--- config.mk ---
export PLATFORM = sky130hd
export DESIGN_NAME = rv32i_multicycle_sequencer
export DESIGN_NICKNAME = d
export VERILOG_FILES = /design/src/rtl/rv32i_multicycle_sequencer.sv
export SDC_FILE = /design/constraint.sdc
export NUM_CORES = 1
export LEC_CHECK = 0
export ABC_CLOCK_PERIOD_IN_PS = 2100
export CAP_MARGIN = 20
export CORE_MARGIN = 5
export CORE_UTILIZATION = 35
export CTS_CLUSTER_SIZE = 28
export DETAILED_ROUTE_END_ITERATION = 10
export PLACE_DENSITY = 0.62
export SLEW_MARGIN = 10
export SYNTH_ARGS = -nofsm -noshare
export SYNTH_HDL_FRONTEND = slang
export SYNTH_SLANG_ARGS = --single-unit
--- constraint.sdc ---
create_clock -name clk -period 2.1 [get_ports clk]
set_clock_uncertainty 0.1 [all_clocks]
set_input_delay 0.42 -clock clk [delete_from_list [all_inputs] [get_ports clk]]
set_output_delay 0.42 -clock clk [all_outputs]
set_load 0.005 [all_outputs]
--- src/rtl/rv32i_multicycle_sequencer.sv ---
`default_nettype none
// ============================================================================
// Module      : rv32i_multicycle_sequencer
// Description : Multicycle RV32I phase sequencer; owns memory handshakes,
//               commit strobes, retired-instruction count and sticky fault.
// Revision    : 1.0 - initial release
// ============================================================================
module rv32i_multicycle_sequencer #(
    parameter int OPCODE_SIZE = 7,
    parameter int MEM_TIMEOUT = 15
) (
    input  logic                   clk,
    input  logic                   rst_n,
    input  logic                   run,
    input  logic [OPCODE_SIZE-1:0] opcode,
    input  logic                   imem_ready,
    input  logic                   dmem_ready,
    output logic                   imem_req,
    output logic                   ir_write,
    output logic                   dmem_req,
    output logic                   dmem_we,
    output logic                   pc_write,
    output logic                   rf_write,
    output logic [2:0]             state,
    output logic                   fault,
    output logic [31:0]            instret
);

    localparam logic [OPCODE_SIZE-1:0] c_OP_R      = OPCODE_SIZE'(7'b0110011);
    localparam logic [OPCODE_SIZE-1:0] c_OP_IALU   = OPCODE_SIZE'(7'b0010011);
    localparam logic [OPCODE_SIZE-1:0] c_OP_LOAD   = OPCODE_SIZE'(7'b0000011);
    localparam logic [OPCODE_SIZE-1:0] c_OP_STORE  = OPCODE_SIZE'(7'b0100011);
    localparam logic [OPCODE_SIZE-1:0] c_OP_BRANCH = OPCODE_SIZE'(7'b1100011);
    localparam logic [OPCODE_SIZE-1:0] c_OP_JALR   = OPCODE_SIZE'(7'b1100111);
    localparam logic [OPCODE_SIZE-1:0] c_OP_JAL    = OPCODE_SIZE'(7'b1101111);
    localparam logic [OPCODE_SIZE-1:0] c_OP_LUI    = OPCODE_SIZE'(7'b0110111);
    localparam logic [OPCODE_SIZE-1:0] c_OP_AUIPC  = OPCODE_SIZE'(7'b0010111);

    localparam int                 c_CNT_W    = $clog2(MEM_TIMEOUT + 1);
    localparam logic [c_CNT_W-1:0] c_CNT_LAST = c_CNT_W'(MEM_TIMEOUT - 1);

    typedef enum logic [2:0] {
        S_IDLE   = 3'd0,
        S_FETCH  = 3'd1,
        S_DECODE = 3'd2,
        S_EXEC   = 3'd3,
        S_MEM    = 3'd4,
        S_WB     = 3'd5,
        S_HALT   = 3'd6,
        S_RSVD   = 3'd7
    } state_t;

    state_t             r_state;
    state_t             w_state_next;
    logic [c_CNT_W-1:0] r_wait_cnt;
    logic [31:0]        r_instret;

    logic w_is_load;
    logic w_is_store;
    logic w_is_branch;
    logic w_legal;
    logic w_wait_last;

    assign w_is_load   = (opcode == c_OP_LOAD);
    assign w_is_store  = (opcode == c_OP_STORE);
    assign w_is_branch = (opcode == c_OP_BRANCH);
    assign w_legal     = (opcode == c_OP_R)    || (opcode == c_OP_IALU) ||
                         w_is_load || w_is_store || w_is_branch ||
                         (opcode == c_OP_JALR) || (opcode == c_OP_JAL)  ||
                         (opcode == c_OP_LUI)  || (opcode == c_OP_AUIPC);
    assign w_wait_last = (r_wait_cnt == c_CNT_LAST);

    always_ff @(posedge clk or negedge rst_n) begin
        if (!rst_n) begin
            r_state <= S_IDLE;
        end else begin
            r_state <= w_state_next;
        end
    end

    // The counter only survives while a request is held across cycles, so it
    // is zero on every entry into FETCH or MEM.
    always_ff @(posedge clk or negedge rst_n) begin
        if (!rst_n) begin
            r_wait_cnt <= '0;
        end else if (w_state_next != r_state) begin
            r_wait_cnt <= '0;
        end else if ((r_state == S_FETCH) || (r_state == S_MEM)) begin
            r_wait_cnt <= r_wait_cnt + 1'b1;
        end
    end

    always_ff @(posedge clk or negedge rst_n) begin
        if (!rst_n) begin
            r_instret <= 32'd0;
        end else if (r_state == S_WB) begin
            r_instret <= r_instret + 32'd1;
        end
    end

    always_comb begin
        w_state_next = r_state;
        imem_req     = 1'b0;
        ir_write     = 1'b0;
        dmem_req     = 1'b0;
        dmem_we      = 1'b0;
        pc_write     = 1'b0;
        rf_write     = 1'b0;
        case (r_state)
            S_IDLE: begin
                if (run) w_state_next = S_FETCH;
            end
            S_FETCH: begin
                imem_req = 1'b1;
                // Ready on the last permitted cycle still completes normally.
                if (imem_ready) begin
                    ir_write     = 1'b1;
                    w_state_next = S_DECODE;
                end else if (w_wait_last) begin
                    w_state_next = S_HALT;
                end
            end
            S_DECODE: begin
                w_state_next = w_legal ? S_EXEC : S_HALT;
            end
            S_EXEC: begin
                w_state_next = (w_is_load || w_is_store) ? S_MEM : S_WB;
            end
            S_MEM: begin
                dmem_req = 1'b1;
                dmem_we  = w_is_store;
                if (dmem_ready) begin
                    w_state_next = S_WB;
                end else if (w_wait_last) begin
                    w_state_next = S_HALT;
                end
            end
            S_WB: begin
                pc_write     = 1'b1;
                rf_write     = w_legal && !w_is_store && !w_is_branch;
                w_state_next = run ? S_FETCH : S_IDLE;
            end
            default: begin
                w_state_next = S_HALT;
            end
        endcase
    end

    // HALT is only reachable through a fault, so the flag is a state decode.
    assign fault   = (r_state == S_HALT) || (r_state == S_RSVD);
    assign state   = r_state;
    assign instret = r_instret;

endmodule
`default_nettype wire

==> results of run 1 <==
[worst max-delay path, delay by kind of cell]
family	cells	cell delay, ns
buf+inv	2	0.38
simple gates	2	0.36
compound gates	1	0.35
[cells in the final DEF (no fill, tap or decap), types with 2 or more instances in the layout]
master	Yosys	routed
dlymetal6s2s_1	0	5
dfrtp_2	0	3
nand2_1	8	8
mux2_2	2	2
xnor2_1	29	29
buf_4	3	33
and4_1	5	5
nor4_1	5	4
clkdlybuf4s50_1	0	38
nand2b_1	4	3
inv_1	5	5
nor2_1	12	11
buf_12	0	3
xor2_1	5	5
and2_1	4	4
nand3_1	16	16
ha_1	3	3
nand4_1	16	16
nor3_1	8	8
bufinv_16	0	2
o221ai_1	2	2
and3_1	9	9
buf_2	7	3
dfrtp_1	39	36
clkbuf_8	0	5
dlygate4sd2_1	0	5
[where the power goes]
part	internal (mW)	leakage [nW]	switching, mW	total [mW]
clock	0.475	0.0654	0.271	0.746
sequential	0.750	0.532	0.000000387	0.750
combinational	0.0310	0.812	0.0339	0.0649
total	1.26	1.41	0.305	1.56
[synthesized netlist by cell type (2+ instances only)]
master and instances:
nor2_1 12, nand2_1 8, nand3_1 16, o221ai_1 2, nor4_1 5, buf_4 3
xor2_1 5, inv_1 5, ha_1 3, mux2_2 2, and4_1 5, xnor2_1 29
nor3_1 8, or2_2 2, buf_2 7, nand2b_1 4, and2_1 4, nand4_1 16
nor3b_1 2, and3_1 9, dfrtp_1 39
[what timing repair did]
item / 4_1_cts / 5_1_grt
buffers inserted: 13 / 2
gates resized for setup: 27 / 9
gates cloned: 0 / 0
hold endpoints to repair: 0 / 0
pin swaps: 4 / 5
setup endpoints to repair: 5 / 4
[through the flow]
step           setup slack (ns)  power, mW
6_report                 0.0695       1.56
5_1_grt                 0.00592       1.63
4_1_cts               -0.000788       1.58
3_5_place_dp             -0.668      0.824
3_3_place_gp             -0.608      0.823
2_1_floorplan             0.274      0.775
[sequential cells by signal (all words and copies together), names as in the netlist]
| name | cells |
|---|---|
| instret | 32 |
| r_wait_cnt | 4 |
| state | 3 |
[layout make-up]
class                   instances  area share (%)
multi-input cells             150            35.0
well taps                      75            2.98
inverters                       5           0.595
clock buffers                   6            2.30
clock inverters                 2            1.91
flip-flops and latches         39            31.1
repair buffers                 89            26.2
[layer usage]
layer	vias to the layer above	track usage, %
li1	905	-
met4	0	5.30
met5	-	0
met1	890	19.5
met3	4	3.86
met2	53	25.1
[cells by family (layout without fill, tap and decap cells)]
family / count (synthesis) / after routing / synth area share, %
AND/OR/NAND/NOR: 98 / 98 / 27.4
flip-flops: 39 / 39 / 46.3
XOR/XNOR: 35 / 35 / 14.9
buffers and inverters: 15 / 102 / 3.62
AO/OA/AOI/OAI: 12 / 12 / 4.93
adder cells (fa/ha/maj): 3 / 3 / 1.78
multiplexers: 2 / 2 / 1.07
[final timing paths]
check	from	endpoint	slack [ns]	depth (start not counted)
setup / recovery	opcode[4]	rf_write	0.07	5
hold / removal	rst_n	instret[11]	0.08	2
setup reg to reg	r_wait_cnt[0]	r_wait_cnt[1]	0.16	8
hold reg to reg	instret[31]	instret[31]	0.37	1
max in group asynchronous	rst_n	state[1]	1.44	2
min in group clk	instret[31]	instret[31]	0.37	1
==> metrics.txt, run 1 <==
Yosys top cell by area dfrtp_1; maxcap violations 0; initial DRC count 74; Post-Route Setup TNS 0 ns; Gate Count Post-Synth 204; drt wl/cell 14.6 µm; sequential fraction of the synthesis area 46.3%; routed wl met2 2600 µm; asr flop ratio synth 100%; Leak 1.41 nW; Via density 5.06; Synth Register Bits 39; CTS max path bufs 2; first-pass GRT wire length 9270 µm; startpoint types input pin; Finished Layout Cells 366; fin crit period 2.03 ns; Critical Path RT 1.58 ns; Worst EP arrival 1.51 ns; Util after Layout 53.6%; Skew-Pair Late Insertion Delay 0.29 ns; DP Area 2870 µm²; hold slack 0.0769 ns; Initial Util 35.8%; Final #Nets 305; Final Instance Area 3150 µm²; max incr delay on CP 0.35 ns; IO Pins 54; peak supply drop 0.392 mV; Synth area leaders dfrtp_1, xnor2_1, nand4_1, nand3_1, and3_1; share of cells above drive strength 1 22.7%; FILL cells 522; DR pass1 iterations 4; fmax 492 MHz; core footprint 5890 µm²; Synth top area share 46.3%; Storage cell area 980 µm²; outcome finished, final reports clean; final worst-path cycle share 96.7%; main flop type after synthesis dfrtp_1; Setup Viol. Count Final 0; GP Congestion 0.765; crit-path max FO 3; met3 WL post-DR 343 µm; root buffer cell clkbuf_8; PortBufs 53; Routed WL 5360 µm; area of the multi-input gates 1100 µm²; H-tree depth 2; grt total ovfl 0; synth unique cells 39; CTS Hold Buffers Added 0; HP Class input pin to asynchronous set/reset pin; initial antenna violation count 0; critical path class input pin to output port; final count of hold timing violations 0; RSZ-0062 raised after global routing no; CP Cell Sequence dlygate4sd2_1 > nand2b_4 > a2111oi_4 > and3_1 > buf_2; Max Used Layer met4; synthesized area per cell 10.3 µm²; Syn Nets 219; Syn Std Cell Area 2110 µm²; routed vias 1852; largest net degree at the start of global routing 40; slew margin rel. 66.1%; Slew Limit Fails 0; vias in the first global route 1953; PwrDens 495 nW/µm²; total die area 7680 µm²; Total GRT Usage 15.3%; number of synthesized flops with an enable pin 0; Worst-path clk slew 0.08 ns; # DRC 0; HPWL after DPL 3690 µm; total CTS buffers 5; Inst Count DP 343; die height 87.6 µm; synthesis-to-finish area growth 49.5%; Critical Path End Type output port; Die Wd 87.6 µm; CTS tree yes; row count 28; worst slew pin tran 0.508 ns; diodes inserted 0; Ys Warns 0; clk sinks 39; number of nets with antenna violations after routing 0; slowest library cell on the worst path a2111oi_4; wl on met1 2360 µm
Power figures use the tool's default switching activity.
==> run 2, diff against run 1 <==
==> constraint.sdc (replaced) <==
create_clock -name clk -period 2.1 [get_ports clk]
set_clock_uncertainty 0.1 [all_clocks]
set_input_delay 0.42 -clock clk [delete_from_list [all_inputs] [get_ports clk]]
set_output_delay 0.42 -clock clk [all_outputs]
set_load 0.1 [all_outputs]
==> run 2 against run 1 <==
Net effect:
- final area increased by 5.0%
- total power decreased by 14%
- register-to-register slack improved by 0.09 ns
- clock power decreased by 30%
- sequential share of layout area about the same
- critical path depth decreased by 2
- via count decreased by 0.70%
- setup slack got worse by 0.017 ns
- critical path type is now flop to output port
- sequential cell count unchanged
- first-iteration DRC count decreased by 23%
- hold slack improved by 0.29 ns
- highest routed layer unchanged
- clock-buffer cell count increased by 1
- critical endpoint unchanged
==> metrics.txt, run 2 (synthesis results as in run 1) <==
routed vias 1839; max FFs per register 32; critical path class flop to output port; met3 usage 4.42%; total die area 7680 µm²; DR pass1 iterations 4; PortBufs 53; peak supply drop 0.225 mV; met2 Track Usage GR 24.9%; Critical Path End Type output port; combinational power share 5.1%; WP buf/inv 1; diodes inserted 0; grt total ovfl 0; Worst-path clk slew 0.07 ns; Storage cell area 1030 µm²; met1 GRT Util 17.9%; worst slew pin tran 0.427 ns; Inst Count DP 338; synthesis-to-finish area growth 56.9%; Total GRT Usage 14.6%; initial DRC count 57; DP Area 3090 µm²; Finished Layout Cells 358; Leak 1.38 nW; CTS max path bufs 2; vias in the first global route 1918; area of the multi-input gates 1140 µm²; Routed WL 5050 µm; worst setup margin 0.0521 ns; Setup Viol. Count Final 0; Clock Power Share 38.9%; most frequent cells in the layout buf_4, xnor2_1, buf_12; crit-path max FO 8; CP Cell Sequence and3b_2 > and3_4 > buf_12; slowest library cell on the worst path dfrtp_4; slew margin rel. 71.5%; Slew Limit Fails 0; Final Instance Area 3310 µm²; GP Congestion 0.749; PwrDens 405 nW/µm²; HPWL after DPL 3740 µm; number of nets with antenna violations after routing 0; Skew-Pair Late Insertion Delay 0.29 ns; row count 28; P_int 1.05 mW; Initial Util 35.8%; first-pass GRT wire length 8970 µm; Sw Ratio 21.6%; fin crit period 2.05 ns; initial antenna violation count 0; startpoint types flop; Util after Layout 56.2%; Die Wd 87.6 µm; CP startpoint state[1]; share of cells above drive strength 1 45.2%; HP Class flop to flop; total CTS buffers 5; Design Power 1.34 mW; Top delay family on crit path simple AND/OR/NAND/NOR gates; Final #Nets 297; largest net degree at the start of global routing 23; post-place setup slack -0.438 ns; fmax 488 MHz; GRT Max-Usage Layer met2; Sequential Power Share 56.0%; root buffer cell clkbuf_8; final worst-path cycle share 97.5%; Hold Path Origin instret[31]; Critical Path RT 1.58 ns; final count of hold timing violations 0; Via density 5.14; drt wl/cell 14.1 µm; NetSw 0.290 mW; hold slack 0.368 ns; outcome finished, final reports clean; Worst EP arrival 1.53 ns; die height 87.6 µm; Post-Route Setup TNS 0 ns; maxcap violations 0; commonest non-fill, non-tap cell in the layout buf_4; max incr delay on CP 0.53 ns; RSZ-0062 raised after global routing no; clk sinks 39; origin of the critical flop-to-flop path instret[16]; IO Pins 54; CTS tree yes; FILL cells 525; H-tree depth 2; core footprint 5890 µm²; # DRC 0
-- run 2: worst paths after layout --
| kind | endpoint | slack [ns] | cells after the start |
|---|---|---|---|
| worst max-delay path | rf_write | 0.05 | 3 |
| worst min-delay path | instret[31] | 0.37 | 1 |
| worst max register to register | instret[25] | 0.25 | 4 |
| worst min register to register | instret[31] | 0.37 | 1 |
| max in group asynchronous | instret[18] | 0.92 | 3 |
| min in group asynchronous | instret[8] | 0.50 | 2 |
-- run 2: timing repair --
action                                  CTS  global route
endpoints found under the setup margin    4             6
resized for setup                        18             7
pin swaps                                 5             3
gates cloned                              0             0
hold buffers                              1             0
setup buffers                             8             3
hold endpoints to repair                 17             0
-- run 2: metal layers --
metal,routed length (µm),vias to the layer above
met4,39,0
li1,-,889
met2,2490,46
met1,2180,899
met3,340,5
met5,0,-
-- run 2: layout make-up --
cell class                      count  area share, %
Tap cell                           75           2.84
Multi-Input combinational cell    150           34.5
Inverter                            5          0.681
Timing Repair Buffer               81           28.1
Clock buffer                        7           2.61
Sequential cell                    39           31.1
Clock inverter                      1          0.151
-- run 2: worst reg2reg max path: cells and delay by family (launching register included) --
family	cells	cell delay [ns]
DFF	1	0.46
xor gates and xnor gates	1	0.15
and+or+nand+nor	3	1.02
-- run 2: power by group through the flow --
stage | clock [mW] | combinational (mW) | sequential [mW]
global placement | 0 | 0.0630 | 0.765
finish | 0.520 | 0.0687 | 0.750
global route | 0.582 | 0.0779 | 0.750
detailed placement | 0 | 0.0638 | 0.765
floorplan | 0 | 0.0102 | 0.766
CTS | 0.541 | 0.0702 | 0.750
==> run 3, diff against run 2 <==
CTS_CLUSTER_DIAMETER = 100   (was default)
MAX_ROUTING_LAYER = met4   (was default)
==> run 3 against run 2 <==
Net effect:
- first-iteration DRC count stayed put
- critical path depth stayed put
- core utilization stayed put
- global-route usage is 0.49 points higher
- non-clock buffer count stayed put
- final area stayed put
- combinational power hardly changed
- sequential cell count stayed put
==> metrics.txt, run 3 (synthesis results as in run 1) <==
worst slew pin tran 0.427 ns; largest net degree at the start of global routing 23; Inst Count DP 338; NetSw 0.292 mW; critical path class flop to output port; vias in the first global route 1914; Via density 5.15; core footprint 5890 µm²; met1 GRT Util 18.3%; origin of the critical flop-to-flop path instret[16]; sink of the worst hold path instret[31]; final worst-path cycle share 97.4%; number of nets with antenna violations after routing 0; GP Congestion 0.759; RSZ-0062 raised after global routing no; die height 87.6 µm; maxcap violations 0; peak supply drop 0.224 mV; combinational power share 5.1%; initial DRC count 57; hold path depth 1; total die area 7680 µm²; max incr delay on CP 0.53 ns; Design Power 1.34 mW; Final #Nets 297; Sw Ratio 21.8%; Initial Util 35.8%; most frequent cells in the layout buf_4, xnor2_1, buf_12; slew margin rel. 71.5%; max FFs per register 32; HPWL after DPL 3740 µm; synthesis-to-finish area growth 56.9%; Finished Layout Cells 358; Routed WL 5080 µm; first-pass GRT wire length 8960 µm; startpoint types flop; CTS tree yes; diodes inserted 0; outcome finished, final reports clean; fin crit period 2.05 ns; grt total ovfl 0; H-tree depth 2; Setup Viol. Count Final 0; Skew-Pair Late Insertion Delay 0.29 ns; Slew Limit Fails 0; DR pass1 iterations 4; worst reg2reg endpoint instret[25]; slowest library cell on the worst path dfrtp_4; Total GRT Usage 15.1%; PwrDens 405 nW/µm²; met2 Track Usage GR 24.7%; Post-Route Setup TNS 0 ns; drt wl/cell 14.2 µm; Hold Path Origin instret[31]; clk sinks 39; Critical Path End Type output port; IO Pins 54; routed vias 1844; final count of hold timing violations 0; # DRC 0; WP buf/inv 1; GRT Max-Usage Layer met2; root buffer cell clkbuf_8; crit-path max FO 7; fmax 489 MHz; Critical Path RT 1.58 ns; R2R Setup Slk 0.25 ns; total CTS buffers 5; Register-to-Register Path Depth 4; met3 usage 4.05%; Worst EP arrival 1.53 ns; Clock Power Share 39.0%; Die Wd 87.6 µm; commonest non-fill, non-tap cell in the layout buf_4; Worst-path clk slew 0.08 ns; HP Class flop to flop; initial antenna violation count 0; P_int 1.05 mW; PortBufs 53; row count 28; share of cells above drive strength 1 45.2%; CP Cell Sequence and3b_2 > and3_4 > buf_12; Sequential Power Share 55.9%; CTS max path bufs 2; Leak 1.38 nW; Top delay family on crit path simple AND/OR/NAND/NOR gates
## run 3: repair_timing
action,CTS,global route
setup endpoints to repair,4,6
setup buffers,8,3
pin swaps,5,3
resized for setup,18,7
hold endpoints to repair,17,0
hold buffers,1,0
gates cloned,0,0
## run 3: layout make-up
cell class                      count  area [µm²]
Inverter                            5        22.5
Clock buffer                        7        86.3
Multi-Input combinational cell    150        1140
Clock inverter                      1        5.00
Sequential cell                    39        1030
Tap cell                           75        93.8
Fill cell                         527        2580
Timing Repair Buffer               81         931
## run 3: power groups by stage
stage          combinational (mW)  clock, mW  sequential (mW)
6_report                   0.0688      0.523            0.750
5_1_grt                    0.0779      0.584            0.750
4_1_cts                    0.0702      0.541            0.750
3_5_place_dp               0.0638          0            0.765
3_3_place_gp               0.0630          0            0.765
2_1_floorplan              0.0102          0            0.766
## run 3: worst reg2reg max path, cell delays in order, from the launching register on
cell	delay, ns
dfrtp_4	0.46
nand4_1	0.15
or2_2	0.32
or4_4	0.55
xnor2_2	0.15
## run 3: layer usage
layer	share of wire, %	routed length (µm)
met5	0	0
met2	48	2440
met1	44	2260
met3	6.0	303
met4	1.5	77
## run 3: per-stage QoR
stage	util, %	setup slack (ns)	area [µm²]	hold WS, ns
floorplan	-	-0.376	2220	0.0244
global placement	52.6	-0.360	3090	0.283
detailed placement	52.6	-0.438	3090	0.287
CTS	55.7	0.0139	3280	0.377
global route	56.2	0.00182	3310	0.405
finish	56.2	0.0541	3310	0.369
## run 3: worst max-delay path by stage
stage          cells after the start       from        to
6_report                           3   state[1]  rf_write
4_1_cts                            5  opcode[4]  rf_write
3_3_place_gp                       5  opcode[4]  rf_write
5_1_grt                            5  opcode[3]   dmem_we
3_5_place_dp                       5  opcode[4]  rf_write
2_1_floorplan                      3   state[2]   dmem_we
